<file path="config.mk">
export PLATFORM = sky130hd
export DESIGN_NAME = cla_seq_div_flat
export DESIGN_NICKNAME = d
export VERILOG_FILES = /design/src/rtl/cla_seq_div_pkg.sv /design/src/rtl/cla_seq_div_if.sv /design/src/rtl/cla_seq_div_cla_sub.sv /design/src/rtl/cla_seq_div.sv /design/src/flat_wrapper.sv
export SDC_FILE = /design/constraint.sdc
export NUM_CORES = 1
export LEC_CHECK = 0
export ABC_AREA = 1
export CAP_MARGIN = 20
export CORE_ASPECT_RATIO = 0.7
export CORE_MARGIN = 2
export CORE_UTILIZATION = 48
export CTS_BUF_LIST = sky130_fd_sc_hd__clkbuf_4 sky130_fd_sc_hd__clkbuf_8
export CTS_CLUSTER_DIAMETER = 100
export DETAILED_ROUTE_END_ITERATION = 12
export PLACE_DENSITY = 0.73
export SYNTH_ARGS = -nofsm -noshare
export SYNTH_HDL_FRONTEND = slang
export SYNTH_SLANG_ARGS = --single-unit
export TNS_END_PERCENT = 1
</file>
<file path="constraint.sdc">
create_clock -name clk -period 2.5 [get_ports clk]
set_input_delay 0.5 -clock clk [delete_from_list [all_inputs] [get_ports clk]]
set_output_delay 0.5 -clock clk [all_outputs]
set_load 0.02 [all_outputs]
</file>
<file path="src/rtl/cla_seq_div_pkg.sv">
`default_nettype none
// ============================================================================
// Module   : div_pkg
// Brief    : Shared types and helpers for the cla_seq_div iterative divider.
// Revision : 1.0  initial release
// ============================================================================
package div_pkg;

    // Default operand/result width of the divider
    localparam int DEF_WIDTH = 4;

    // Divider control states
    typedef enum logic [1:0] {
        IDLE = 2'd0,
        RUN  = 2'd1,
        DONE = 2'd2
    } state_t;

    // Step counter must hold the value WIDTH itself
    function automatic int count_width(input int w);
        return $clog2(w + 1);
    endfunction

endpackage
`default_nettype wire

</file>
<file path="src/rtl/cla_seq_div_if.sv">
`default_nettype none
// ============================================================================
// Module   : cla_seq_div_if
// Brief    : start/done handshake bundle between a requester and cla_seq_div.
//            The div_zero flag exists only when DIV_ZERO_DETECT_EN is defined.
// Revision : 1.0  initial release
// ============================================================================
interface cla_seq_div_if
    import div_pkg::*;
#(
    parameter int WIDTH = DEF_WIDTH
);
    logic             start;
    logic [WIDTH-1:0] dividend;
    logic [WIDTH-1:0] divisor;
    logic             busy;
    logic             done;
    logic [WIDTH-1:0] quotient;
    logic [WIDTH-1:0] remainder;
`ifdef DIV_ZERO_DETECT_EN
    logic             div_zero;

    modport master (output start, dividend, divisor,
                    input  busy, done, quotient, remainder, div_zero);
    modport slave  (input  start, dividend, divisor,
                    output busy, done, quotient, remainder, div_zero);
`else
    modport master (output start, dividend, divisor,
                    input  busy, done, quotient, remainder);
    modport slave  (input  start, dividend, divisor,
                    output busy, done, quotient, remainder);
`endif
endinterface
`default_nettype wire

</file>
<file path="src/rtl/cla_seq_div_cla_sub.sv">
`default_nettype none
// ============================================================================
// Module   : cla_sub
// Brief    : N-bit carry-lookahead subtractor, diff = a - b.
//            Built as a + ~b + 1 from generate/propagate terms; every carry is
//            a flat sum-of-products of G/P and the carry-in, no ripple chain.
//            borrow = 1 when a < b (carry-out of the addition is 0).
// Revision : 1.0  initial release
// ============================================================================
module cla_sub #(
    parameter int N = 5
) (
    input  logic [N-1:0] a,
    input  logic [N-1:0] b,
    output logic [N-1:0] diff,
    output logic         borrow
);
    logic [N-1:0] b_inv;
    logic [N-1:0] gen;
    logic [N-1:0] prop;
    logic [N:0]   carry;

    assign b_inv = ~b;
    assign gen   = a & b_inv;
    assign prop  = a ^ b_inv;

    // Lookahead carries: c[i+1] = OR_j (g[j] & p[j+1..i]) | (cin & p[0..i]), cin = 1
    always_comb begin
        logic term;
        logic sum_terms;
        carry    = '0;
        carry[0] = 1'b1;
        for (int i = 0; i < N; i++) begin
            term = 1'b1;
            for (int k = 0; k <= i; k++) begin
                term = term & prop[k];
            end
            sum_terms = term;
            for (int j = 0; j <= i; j++) begin
                term = gen[j];
                for (int k = j + 1; k <= i; k++) begin
                    term = term & prop[k];
                end
                sum_terms = sum_terms | term;
            end
            carry[i+1] = sum_terms;
        end
    end

    assign diff   = prop ^ carry[N-1:0];
    assign borrow = ~carry[N];

endmodule
`default_nettype wire

</file>
<file path="src/rtl/cla_seq_div.sv">
`default_nettype none
// ============================================================================
// Module   : cla_seq_div
// Brief    : Iterative unsigned restoring divider, one quotient bit per clock,
//            each trial subtraction done in a WIDTH+1-bit lookahead subtractor.
//            Optional macro DIV_ZERO_DETECT_EN: a zero divisor skips iteration
//            and reports div_zero with a single-cycle latency.
// Revision : 1.0  initial release
// ============================================================================
module cla_seq_div
    import div_pkg::*;
#(
    parameter int WIDTH = DEF_WIDTH
) (
    input  logic          clk,
    input  logic          rst_n,
    cla_seq_div_if.slave  bus
);
    localparam int CNT_W = count_width(WIDTH);

    state_t             state;
    logic [WIDTH-1:0]   quo;
    logic [WIDTH-1:0]   rem;
    logic [WIDTH-1:0]   dvs;
    logic [CNT_W-1:0]   count;
    logic               busy_reg;
    logic               done_reg;
    logic [WIDTH-1:0]   quotient_reg;
    logic [WIDTH-1:0]   remainder_reg;
`ifdef DIV_ZERO_DETECT_EN
    logic               div_zero_reg;
`endif

    // Partial remainder after shifting in the next dividend bit; needs WIDTH+1
    // bits because rem < divisor can still double past 2**WIDTH.
    logic [WIDTH:0]     rem_shift;
    logic [WIDTH:0]     sub_diff;
    logic               sub_borrow;
    logic               unused_diff_msb;
    logic [WIDTH-1:0]   rem_next;
    logic [WIDTH-1:0]   quo_next;
    logic               accept;

    assign rem_shift = {rem, quo[WIDTH-1]};

    cla_sub #(.N(WIDTH + 1)) u_sub (
        .a      (rem_shift),
        .b      ({1'b0, dvs}),
        .diff   (sub_diff),
        .borrow (sub_borrow)
    );

    // A successful trial always leaves a difference below the divisor, so the
    // top difference bit is never needed.
    assign unused_diff_msb = sub_diff[WIDTH];
    assign rem_next        = sub_borrow ? rem_shift[WIDTH-1:0] : sub_diff[WIDTH-1:0];
    assign quo_next        = {quo[WIDTH-2:0], ~sub_borrow};
    assign accept          = bus.start && ((state == IDLE) || (state == DONE));

    // Control FSM, iteration datapath and registered result outputs
    always_ff @(posedge clk or negedge rst_n) begin
        if (!rst_n) begin
            state         <= IDLE;
            quo           <= '0;
            rem           <= '0;
            dvs           <= '0;
            count         <= '0;
            busy_reg      <= 1'b0;
            done_reg      <= 1'b0;
            quotient_reg  <= '0;
            remainder_reg <= '0;
`ifdef DIV_ZERO_DETECT_EN
            div_zero_reg  <= 1'b0;
`endif
        end else begin
            case (state)
                IDLE, DONE: begin
                    if (accept) begin
                        quo      <= bus.dividend;
                        dvs      <= bus.divisor;
                        rem      <= '0;
                        count    <= CNT_W'(WIDTH);
                        done_reg <= 1'b0;
                        busy_reg <= 1'b1;
                        state    <= RUN;
`ifdef DIV_ZERO_DETECT_EN
                        div_zero_reg <= 1'b0;
                        if (bus.divisor == '0) begin
                            busy_reg      <= 1'b0;
                            done_reg      <= 1'b1;
                            div_zero_reg  <= 1'b1;
                            quotient_reg  <= '1;
                            remainder_reg <= bus.dividend;
                            state         <= DONE;
                        end
`endif
                    end else begin
                        done_reg <= 1'b0;
                        state    <= IDLE;
                    end
                end
                RUN: begin
                    quo   <= quo_next;
                    rem   <= rem_next;
                    count <= count - CNT_W'(1);
                    if (count == CNT_W'(1)) begin
                        busy_reg      <= 1'b0;
                        done_reg      <= 1'b1;
                        quotient_reg  <= quo_next;
                        remainder_reg <= rem_next;
                        state         <= DONE;
                    end
                end
                default: begin
                    busy_reg <= 1'b0;
                    done_reg <= 1'b0;
                    state    <= IDLE;
                end
            endcase
        end
    end

    assign bus.busy      = busy_reg;
    assign bus.done      = done_reg;
    assign bus.quotient  = quotient_reg;
    assign bus.remainder = remainder_reg;
`ifdef DIV_ZERO_DETECT_EN
    assign bus.div_zero  = div_zero_reg;
`endif

endmodule
`default_nettype wire

</file>
<file path="src/flat_wrapper.sv">
// flat-port wrapper written by rule: the top's interface ports become plain ports
module cla_seq_div_flat import div_pkg::*;
#(
    parameter int WIDTH = DEF_WIDTH
)
  (clk, rst_n, bus_start, bus_dividend, bus_divisor, bus_busy, bus_done, bus_quotient, bus_remainder);
  cla_seq_div_if #(.WIDTH(WIDTH)) bus_i ();
  input  logic clk;
  input  logic rst_n;
  input wire logic [$bits(bus_i.start)-1:0] bus_start;
  input wire logic [$bits(bus_i.dividend)-1:0] bus_dividend;
  input wire logic [$bits(bus_i.divisor)-1:0] bus_divisor;
  output wire logic [$bits(bus_i.busy)-1:0] bus_busy;
  output wire logic [$bits(bus_i.done)-1:0] bus_done;
  output wire logic [$bits(bus_i.quotient)-1:0] bus_quotient;
  output wire logic [$bits(bus_i.remainder)-1:0] bus_remainder;
  assign bus_i.start = bus_start;
  assign bus_i.dividend = bus_dividend;
  assign bus_i.divisor = bus_divisor;
  assign bus_busy = bus_i.busy;
  assign bus_done = bus_i.done;
  assign bus_quotient = bus_i.quotient;
  assign bus_remainder = bus_i.remainder;
  cla_seq_div #(.WIDTH(WIDTH)) u_core (.clk(clk), .rst_n(rst_n), .bus(bus_i));
endmodule
</file>
==> results_dict.tcl <==
set metrics [dict create \
    yosysTopAreaCell "dfrtp_1" \
    die_w_um 65.3 \
    ir_drop_mv 0.673 \
    grt_use_total_pct 17.3 \
    slowest_stage "clkdlybuf4s50_1" \
    min_period_ns 1.74 \
    grt_start_max_net_pins 27 \
    pre_cts_ws_ns 0.744 \
    via_count 955 \
    fmax_ghz 0.574 \
    portBuffers 20 \
    antenna_left 0 \
    cpPeakStageDelay_ns 0.61 \
    clockBufferDepth 2 \
    via_per_inst 4.87 \
    synth_edf_count 0 \
    synth_flop_cell "dfrtp_1" \
    power.density_nw_per_um2 1510 \
    crit_family "buffers and inverters" \
    ys_types 24 \
    avgSynthCellArea_sq_um 9.02 \
    synth_top_cells_by_count "42 x nand2_1, 26 x dfrtp_1, 17 x inv_1" \
    stdcell_area_sq_um 1540 \
    wl_per_cell_um 11.7 \
    placed_area_sq_um 1490 \
    rows 15 \
    period_share_pct 69.7 \
    place.gp.congestion 0.862 \
    startpoint_type "register" \
    grt_pass1_vias 826 \
    drc 0 \
    cp_cell_sequence "clkdlybuf4s50_1" \
    finClkSkew_ns 0.00572 \
    dieArea_sq_um 3060 \
    synth_top_family_by_area "simple AND/OR/NAND/NOR gates" \
    hold_slack_ns 0.483 \
    worstSkewPairLatency_ns 0.27 \
    min_path_type "reg2reg" \
    antennaDiodeCount 0 \
    yosysWarnings 0 \
    crit_fanout 2 \
    synth_fa_ha_area_share_pct 6.94 \
    synthXorXnorAreaFrac_pct 1.39 \
    area_growth_pct 22.1 \
    ys_async_sr_fraction_pct 100 \
    yosysMostFrequentCell "nand2_1" \
    syn-num-nets 158 \
    slew_violations 0 \
    holdBufCountCts 0 \
    first_iter_violations 28 \
    max_cap_viol_count 0 \
    grt_overflow 0 \
    clk_pin_slew_ns 0.08 \
    yosysTopAreaCellShare_pct 51.5 \
    fin_util_pct 62.2 \
    rsz0062_at_grt "false" \
    synthMuxAreaShare_pct 0 \
    dr.pass1.iters 4 \
    setup_viol 0 \
    wl_um 2290 \
    core_sq_um 2480 \
    num-fill-cells 203 \
    tightestPinTransition_ns 0.514 \
    grt_pass1_wl_um 3820 \
    dp_hpwl_um 1790 \
    start_util_pct 51.0 \
    worstSetupPathType "reg2out" \
    htree_levels 1 \
    io-pin-count 21 \
    clkSinkCount 26 \
    cts_made_buffers 3 \
    cp_data_arrival_time_ns 1.24 \
    crit_required_ns 2.00 \
    syn_area_sq_um 1260 \
    post_cts_buffers 0 \
    syn_inst 140 \
    antenna_found_initial 0 \
    cts-resized-gates 0 \
    cts_tree "built" \
    status "complete, no violations" \
    fin_nets 181 \
    p_leak_uw 0.000760 \
    max_slew_margin_pct 65.7 \
    crit_buf_inv 1 \
    layout-drive-gt1-share_pct 8.02 \
    hold_violations 0 \
    ys_ff_latch 26 \
    tns_ns 0 \
    synth_compound_area_share_pct 10.6 \
    synthTopCellsByArea "dfrtp_1 52%, nand2_1 12%, ha_1 6.9%, inv_1 5.1%, nand3_1 4.0%" \
    critPathCaptureType "output pin" \
    chipHeight_um 46.9 \
    root_buffer "clkbuf_8" \
    fin_ws_ns 0.758 \
    yosys.area_share.simple_pct 21.6 \
    synth_seq_area_share_pct 51.5 \
]
cell type report:
| class | instances | area, sq um | share of cell area, % |
|---|---|---|---|
| sequential | 26 | 651 | 42.2 |
| multi-input combinational | 92 | 512 | 33.2 |
| timing repair buffer | 21 | 208 | 13.5 |
| inverter | 19 | 73.8 | 4.79 |
| clock buffer | 4 | 55.1 | 3.57 |
| tap | 34 | 42.5 | 2.76 |
layout by cell type, fill, tap and decap left out, types with 2 or more instances in the layout:
cell type / n
nand2_1: 42
dfrtp_1: 26
clkdlybuf4s50_1: 20
inv_1: 17
nand3_1: 10
o21ai_0: 9
ha_1: 7
nor2_1: 4
clkbuf_8: 4
or2_2: 3
a221oi_1: 3
xnor2_1: 2
o21ai_1: 2
o21ai_2: 2
cell families (layout without fill, tap and decap cells):
family                   after synthesis  in the layout
flip-flops                            26             26
XOR/XNOR                               2              2
adder cells (fa/ha/maj)                7              7
AO/OA/AOI/OAI                         20             20
AND/OR/NAND/NOR                       63             63
buffers and inverters                 22             44
per-stage QoR:
step / std cells / power (uW)
2_1_floorplan: 140 / 1720
3_3_place_gp: 192 / 2050
3_5_place_dp: 192 / 2070
4_1_cts: 196 / 2340
5_1_grt: 196 / 2560
6_report: 196 / 2320
power by group:
group | leakage, uW | internal [uW] | switching [uW] | total [uW]
clock | 0.0000288 | 141 | 122 | 263
sequential | 0.000316 | 632 | 90.9 | 723
combinational | 0.000415 | 525 | 814 | 1340
final timing paths:
path / from / endpoint / slack [ns] / cells past startpoint
setup / recovery: u_core.bus.busy$_DFFE_PN0P_ / bus_busy / 0.76 / 1
max in group asynchronous: rst_n / u_core.state[0]$_DFFE_PN0P_ / 1.67 / 2
hold / removal: u_core.bus.remainder[0]$_DFFE_PN0P_ / u_core.bus.remainder[0]$_DFFE_PN0P_ / 0.48 / 2
min in group asynchronous: rst_n / u_core.dvs[3]$_DFFE_PN0P_ / 0.59 / 2
setup reg to reg: u_core.state[0]$_DFFE_PN0P_ / u_core.quo[2]$_DFFE_PN0P_ / 0.81 / 4
hold reg to reg: u_core.bus.remainder[0]$_DFFE_PN0P_ / u_core.bus.remainder[0]$_DFFE_PN0P_ / 0.48 / 2
per-layer routing:
metal / part of all wire (%) / GRT usage (%) / vias up
met5: 0 / 0 / -
met3: 5.6 / 5.04 / 4
li1: - / - / 495
met1: 52 / 24.0 / 430
met4: 0.61 / 5.00 / 0
met2: 42 / 27.1 / 26
Power figures use the tool's default switching activity.
